===== src/rtl/tlul_pkg.sv =====
// Minimal TL-UL channel types and opcodes shared by the mux and its device ports.
package tlul_pkg;

  localparam logic [2:0] PutFullData    = 3'h0;
  localparam logic [2:0] PutPartialData = 3'h1;
  localparam logic [2:0] Get            = 3'h4;
  localparam logic [2:0] AccessAck      = 3'h0;
  localparam logic [2:0] AccessAckData  = 3'h1;

  typedef struct packed {
    logic        a_valid;
    logic [2:0]  a_opcode;
    logic [2:0]  a_param;
    logic [1:0]  a_size;
    logic [7:0]  a_source;
    logic [31:0] a_address;
    logic [3:0]  a_mask;
    logic [31:0] a_data;
    logic        d_ready;
  } tl_h2d_t;

  typedef struct packed {
    logic        d_valid;
    logic [2:0]  d_opcode;
    logic [2:0]  d_param;
    logic [1:0]  d_size;
    logic [7:0]  d_source;
    logic        d_sink;
    logic [31:0] d_data;
    logic        d_error;
    logic        a_ready;
  } tl_d2h_t;

endpackage


===== src/rtl/student_fir_sample_fifo.sv =====
// TL-UL sample FIFO feeding the FIR core: software pushes via DATA, the core
// drains over valid/ready. Fill level and sticky overflow are visible in STATUS.
module student_fir_sample_fifo
  import tlul_pkg::*;
#(
  parameter int DW    = 16,
  parameter int DEPTH = 8
) (
  input  logic          clk_i,
  input  logic          rst_ni,
  input  tl_h2d_t       tl_i,
  output tl_d2h_t       tl_o,
  output logic [DW-1:0] sample_o,
  output logic          valid_o,
  input  logic          ready_i
);

  localparam int PW = $clog2(DEPTH);
  localparam int LW = PW + 1;

  logic                      rst_q;
  logic [DEPTH-1:0][DW-1:0]  mem_q;
  logic [PW-1:0]             wptr_q, wptr_d, rptr_q, rptr_d;
  logic [LW-1:0]             level_q, level_d;
  logic                      en_q, en_d, ovf_q, ovf_d;
  logic                      d_valid_q, d_error_q;
  logic [2:0]                d_opcode_q;
  logic [1:0]                d_size_q;
  logic [7:0]                d_source_q;
  logic [31:0]               d_data_q;

  logic        a_ready, accept, op_wr, op_rd, req_err;
  logic        push, push_ok, pop, ctrl_wr, flush, empty, full;
  logic [1:0]  reg_sel;
  logic [31:0] rdata;

  assign a_ready = rst_q && !d_valid_q;
  assign accept  = tl_i.a_valid && a_ready;
  assign reg_sel = tl_i.a_address[3:2];
  assign op_wr   = (tl_i.a_opcode == PutFullData) || (tl_i.a_opcode == PutPartialData);
  assign op_rd   = (tl_i.a_opcode == Get);
  assign req_err = !(op_wr || op_rd) || (reg_sel == 2'd3);
  assign push    = accept && !req_err && op_wr && (reg_sel == 2'd0);
  assign ctrl_wr = accept && !req_err && op_wr && (reg_sel == 2'd2);
  assign flush   = ctrl_wr && tl_i.a_data[1];

  assign empty    = (level_q == '0);
  assign full     = (level_q == LW'(DEPTH));
  assign valid_o  = en_q && !empty;
  assign sample_o = empty ? '0 : mem_q[rptr_q];
  assign pop      = valid_o && ready_i;
  // A pop on the same edge frees the slot, so a push into a full FIFO still lands.
  assign push_ok  = push && (!full || pop);

  logic unused_bits;
  assign unused_bits = ^{tl_i.a_param, tl_i.a_mask, tl_i.a_address, tl_i.a_data};

  always_comb begin
    rdata = '0;
    case (reg_sel)
      2'd0: rdata = 32'(sample_o);
      2'd1: begin
        rdata[6:0] = 7'(level_q);
        rdata[8]   = empty;
        rdata[9]   = full;
        rdata[16]  = ovf_q;
      end
      2'd2:    rdata[0] = en_q;
      default: rdata = '0;
    endcase
  end

  always_comb begin
    wptr_d  = wptr_q;
    rptr_d  = rptr_q;
    level_d = level_q;
    ovf_d   = ovf_q;
    en_d    = en_q;
    if (flush) begin
      wptr_d  = '0;
      rptr_d  = '0;
      level_d = '0;
    end else begin
      if (push_ok) wptr_d = wptr_q + PW'(1);
      if (pop)     rptr_d = rptr_q + PW'(1);
      level_d = level_q + LW'(push_ok) - LW'(pop);
    end
    if (push && full && !pop)              ovf_d = 1'b1;
    else if (ctrl_wr && tl_i.a_data[2])    ovf_d = 1'b0;
    if (ctrl_wr) en_d = tl_i.a_data[0];
  end

  always_ff @(posedge clk_i) begin
    if (!rst_ni) begin
      rst_q      <= 1'b0;
      mem_q      <= '0;
      wptr_q     <= '0;
      rptr_q     <= '0;
      level_q    <= '0;
      en_q       <= 1'b0;
      ovf_q      <= 1'b0;
      d_valid_q  <= 1'b0;
      d_error_q  <= 1'b0;
      d_opcode_q <= '0;
      d_size_q   <= '0;
      d_source_q <= '0;
      d_data_q   <= '0;
    end else begin
      rst_q   <= 1'b1;
      wptr_q  <= wptr_d;
      rptr_q  <= rptr_d;
      level_q <= level_d;
      en_q    <= en_d;
      ovf_q   <= ovf_d;
      if (push_ok) mem_q[wptr_q] <= tl_i.a_data[DW-1:0];
      // Response fields are captured at acceptance and held until d_ready.
      if (accept) begin
        d_valid_q  <= 1'b1;
        d_opcode_q <= op_rd ? AccessAckData : AccessAck;
        d_size_q   <= tl_i.a_size;
        d_source_q <= tl_i.a_source;
        d_error_q  <= req_err;
        d_data_q   <= (op_rd && !req_err) ? rdata : '0;
      end else if (tl_i.d_ready) begin
        d_valid_q <= 1'b0;
      end
    end
  end

  always_comb begin
    tl_o          = '0;
    tl_o.d_valid  = d_valid_q;
    tl_o.d_opcode = d_opcode_q;
    tl_o.d_size   = d_size_q;
    tl_o.d_source = d_source_q;
    tl_o.d_data   = d_data_q;
    tl_o.d_error  = d_error_q;
    tl_o.a_ready  = a_ready;
  end

endmodule


===== config.mk =====
export PLATFORM = sky130hd
export DESIGN_NAME = student_fir_sample_fifo
export DESIGN_NICKNAME = d
export VERILOG_FILES = /design/src/rtl/tlul_pkg.sv /design/src/rtl/student_fir_sample_fifo.sv
export SDC_FILE = /design/constraint.sdc
export NUM_CORES = 1
export LEC_CHECK = 0
export CAP_MARGIN = 20
export CORE_ASPECT_RATIO = 0.9
export CORE_UTILIZATION = 24
export DETAILED_ROUTE_END_ITERATION = 10
export DONT_BUFFER_PORTS = 1
export GPL_ROUTABILITY_DRIVEN = 0
export GPL_TIMING_DRIVEN = 0
export HOLD_SLACK_MARGIN = 0.02
export PLACE_DENSITY = 0.4
export SYNTH_ARGS = -nofsm -noshare
export SYNTH_HDL_FRONTEND = slang
export SYNTH_SLANG_ARGS = --single-unit
export TNS_END_PERCENT = 30

===== constraint.sdc =====
create_clock -name clk_i -period 3.3 [get_ports clk_i]
set_input_delay 0.66 -clock clk_i [delete_from_list [all_inputs] [get_ports clk_i]]
set_output_delay 0.66 -clock clk_i [all_outputs]
set_load 0.01 [all_outputs]

# Yosys cells after proc, flatten, opt, wreduce, memory -nomap -nowiden
# Index checks and enable logic that the tools add are counted.
# op_classes
order_cmp	3
bitwise_logic	1
n_shift	0
eq_ne	6
n_div	0
n_reduce_logical	31
n_mul	0
add_sub_neg	4
muxes	19
# ops
op	count
$bwmux 128	1
$bmux 16 s3	1
$demux 16 s3	1
$mux 16	3
$mux 17	1
$logic_and 1x1->1	15
$pmux 6 s2	1
$lt 3x4->1 const B	2
$mux 1	8
$add 3x1->3 const B	2
$logic_not 1->1	6
$mux 6	1
$add 4x1->4	1
$eq 2x2->1 const B	2
$eq 4x4->1 const B	1
$logic_not 4->1	1
$logic_or 1x1->1	4
$pmux 2 s2	1
$reduce_bool 2->1	2
$sub 4x1->4	1
$eq 3x1->1 const B	1
$eq 3x3->1 const B	1
$ge 3x1->1 const B	1
$logic_not 3->1	1
other kinds (5)	5
# totals
wordCells	84
latch_bits	0
output_inout_bits	69
regBits	188
input_bits	89
ramBits	0
romBits	0
memories	0

# Logic depth before layout (Yosys ltp)
# logic_depth
depth_word	12
ltp_mapped	12
ltp_nobuf	12

# Worst setup path after synthesis
# No wires, ideal clock.
# synth_path
kind	in2reg
start	input tl_i[39] (netlist name)
end	register level_q[2]
cell_stages	11
setup_time_ns	0.121
slack_ns	0.576
t_arrival_ns	2.602
t_required_ns	3.179
path_buffers	1
path_cell_list	clkbuf_1 or2_2 a2111oi_4 inv_1 ha_1 inv_1 ha_1 inv_1 fa_1 xor2_1 nor2_1
# synth_between
elab_chain_len	9
word_cells_on_any_way	14
classes_between	add/sub (2); eq/ne (2); reduce/logical (10)
# synth_rtl
element	line_no	source
from (decl)	student_fir_sample_fifo.sv:11	input tl_h2d_t tl_i,
$eq 2x2->1	student_fir_sample_fifo.sv:42	assign req_err = !(op_wr || op_rd) || (reg_sel == 2'd3);
$logic_or 1x1->1	student_fir_sample_fifo.sv:42	
$logic_not 1->1	student_fir_sample_fifo.sv:43, student_fir_sample_fifo.sv:44	
$logic_and 1x1->1 (2 in series)	student_fir_sample_fifo.sv:43, student_fir_sample_fifo.sv:44	
$logic_and 1x1->1	student_fir_sample_fifo.sv:43	assign push = accept && !req_err && op_wr && (reg_sel == 2'd0);
$logic_and 1x1->1	student_fir_sample_fifo.sv:53	assign push_ok = push && (!full || pop);
$add 4x1->4	student_fir_sample_fifo.sv:86	level_d = level_q + LW'(push_ok) - LW'(pop);
$sub 4x1->4	student_fir_sample_fifo.sv:86	
to (signal assigned)	student_fir_sample_fifo.sv:112	level_q <= level_d;
to (decl)	student_fir_sample_fifo.sv:24	logic [LW-1:0] level_q, level_d;
# Parallel ways exist; a longest one is shown, timed or not.
# A chain may end at the register's enable or synchronous reset.

# Worst setup path in the final report
# layout_path
start	register rptr_q[1]
end	output sample_o[10]
# layout_between
elab_chain_len	3
# layout_rtl
element	line_no	source
from (decl)	student_fir_sample_fifo.sv:23	logic [PW-1:0] wptr_q, wptr_d, rptr_q, rptr_d;
from (signal assigned)	student_fir_sample_fifo.sv:111	rptr_q <= rptr_d;
$bmux 16 s3	student_fir_sample_fifo.sv:50	assign sample_o = empty ? '0 : mem_q[rptr_q];
$mux 16 (implied by the code)	student_fir_sample_fifo.sv:50	
$mux 16	student_fir_sample_fifo.sv:50	
to (decl)	student_fir_sample_fifo.sv:13	output logic [DW-1:0] sample_o,
# Every way passes these cells. The select of a mux whose other input is x is not followed.

==> flow_summary.toml <==
[grt]
grt_pass1_vias = 5551
grt_pass1_wl_um = 35710
overflow = 0
antenna_found_initial = 0
grt_max_degree = 20
groute.usage.overall_pct = 14.95

[synth]
synth-seq-area-share_pct = 44.83
avgSynthCellArea_um2 = 9.642
async_flop_share_pct = 0
yosysWarnings = 0
ys_ff_latch = 171
synth_cell_types = 56
synth_top_area_share_pct = 44.83
syn_inst = 792
yosysMostFrequentCell = "dfxtp_1"
synthTopCellsByCount = "dfxtp_1 (171), nand2_1 (125), mux2i_1 (116), o21ai_0 (58), nand3_1 (56)"
synth.largest_area_cell = "dfxtp_1"
synth_edf_count = 0
synth_ff_type = "dfxtp_1"
syn_area_um2 = 7636
synthTopCellsByArea = "dfxtp_1 (45%), mux2i_1 (15%), nand2_1 (6.1%)"

[routing]
vias = 5738
drt-wirelength-per-cell_um = 19.19
dr.pass1.iters = 5
wl_um = 24050
viasPerCell = 4.579
drc = 0
postRouteAntennaNets = 0
drtIter0Drc = 363

[timing]
clock_skew_ps = 13.72
grt_setup_unrepaired = "false"
tns_ps = 0
final-setup-viol-count = 0
max-slew-margin-rel_pct = 24.94
maxSlewViolCount = 0
min_period_ps = 3159
max_freq_mhz = 316.5
tightestPinTransition_ps = 1122
period_share_pct = 95.73
finalHoldViolCount = 0

[finish]
drive_above_1_share_pct = 13.98
num-nets-final = 929
area_delta_synth_final_pct = 16.25
finish.utilization_pct = 28.58
antenna_cells = 0

[critical_path]
crit_path_end_kind = "output pin"
crit_required_ps = 2640
startpoint_type = "flip-flop"
r2r_slack_ps = 400
crit_type = "reg -> out"
path_max_fanout = 10
arrival_ps = 2500

[floorplanning]
die_w_um = 190.0
rows = 61
start_util_pct = 24.58
die_h_um = 171.2
dieArea_um2 = 32540
core_area_um2 = 31060
pin_count = 158

[power_and_ir_drop]
clkPwrFrac_pct = 48.5
irDropWorstVdd_uv = 255.0
power.density_nw_per_um2 = 493.7
combPwrFrac_pct = 4.0
swShare_pct = 26.56
seqPwrFrac_pct = 47.5
p_sw_mw = 1.164
p_leak_nw = 3.522
p_int_mw = 3.219

[run]
maxCapViolations = 0

[clock_network]
cts_buffers = 17
cts_tree = "built"
clk_pin_slew_ps = 80
ctsLongestPathBuffers = 2
root_buffer = "clkbuf_16"
insertion_delay_ps = 430
clock-sinks = 171
cts_setup_buffers = 0
htreeDepth = 4

[min_path]
hp-class = "in -> reg"

[placement]
dpl.hpwl_um = 17410
portBuffers = 0

[run_status]
status = "complete, no violations"
[worst paths after layout]
kind                             endpoint                     from  cells past startpoint
setup / recovery             sample_o[10]   rptr_q[1]$_SDFFE_PP0P_                      6
hold / removal              rst_q$_DFF_P_                   rst_ni                      0
setup reg to reg    level_q[2]$_SDFF_PP0_    level_q[2]$_SDFF_PP0_                     12
hold reg to reg   mem_q[123]$_SDFFE_PN0P_  mem_q[123]$_SDFFE_PN0P_                      2
[per-layer routing]
layer | GRT usage, % | part of all wire, % | vias to the layer above
met2 | 23.37 | 45 | 99
met1 | 21.14 | 51 | 2811
met3 | 2.877 | 3.4 | 14
met4 | 3.261 | 1.0 | 0
met5 | 0 | 0 | -
li1 | - | - | 2814
[power groups by stage]
stage / Combinational, mW / Clock (mW) / Sequential [mW]
after floorplan: 0.118 / 0 / 2.13
after global placement: 0.176 / 0 / 2.13
after detailed placement: 0.175 / 0 / 2.13
after CTS: 0.175 / 2.18 / 2.08
after global routing: 0.192 / 2.26 / 2.08
final: 0.174 / 2.13 / 2.08
[metrics by stage]
stage / power, mW / area [um^2] / setup slack [ps] / hold WS [ps] / cells
floorplan: 2.246 / 7711 / 576.4 / 431.6 / 812
global placement: 2.307 / 8223 / 161.3 / 440.6 / 1221
detailed placement: 2.305 / 8223 / 170.4 / 447.9 / 1221
CTS: 4.438 / 8862 / 28.34 / 237.2 / 1253
global route: 4.539 / 8877 / 13.15 / 232.6 / 1253
finish: 4.383 / 8877 / 140.9 / 244.8 / 1253
[cell type report]
class                           count  area, um^2
Fill cell                        3302       22190
Multi-Input combinational cell    543        3775
Sequential cell                   171        3423
Tap cell                          409       511.7
Buffer                             83       481.7
Clock buffer                       17       425.4
Clock inverter                     15       203.9
Inverter                           15       56.30
[logic make-up after synthesis]
| family | count (synthesis) | share of synthesized area, % |
|---|---|---|
| compound gates | 113 | 9.012 |
| xor+xnor | 5 | 0.5735 |
| fa+ha+maj | 9 | 1.573 |
| buf+inv | 98 | 6.915 |
| flops | 171 | 44.83 |
| mux | 136 | 21.10 |
| other cells | 1 | 0.04911 |
| simple gates | 259 | 15.94 |
[cells in the final DEF (no fill, tap or decap), types with 8 or more instances in the layout]
| cell | n |
|---|---|
| buf_2 | 13 |
| clkbuf_16 | 17 |
| clkbuf_1 | 30 |
| a21oi_1 | 22 |
| mux2i_1 | 112 |
| inv_1 | 15 |
| nand3_1 | 56 |
| mux4_2 | 20 |
| ha_1 | 8 |
| dfxtp_1 | 171 |
| conb_1 | 21 |
| nor2_1 | 39 |
| buf_4 | 33 |
| o21ai_0 | 58 |
| nand2_1 | 125 |
[worst max-delay path, stage by stage, from the launching register on]
cell	delay (ps)
dfxtp_1	330
buf_2	280
buf_4	310
buf_4	300
mux4_2	400
mux2i_2	290
nor2_1	150
[sequential cells by signal, summed over array words and instances, names as in the netlist]
register    cells
d_error_q       1
d_source_q      8
d_data_q       17
d_opcode_q      1
level_q         4
mem_q         128
d_size_q        2
wptr_q          3
rst_q           1
rptr_q          3
d_valid_q       1
en_q            1
ovf_q           1
[repair_timing]
action / CTS / global route
endpoints found under the setup margin: 10 / 4
hold endpoints to repair: 0 / 0
resized for setup: 5 / 4
cloned: 0 / 0
hold buffers: 0 / 0
No activity file was read; power rests on OpenSTA's default activity.
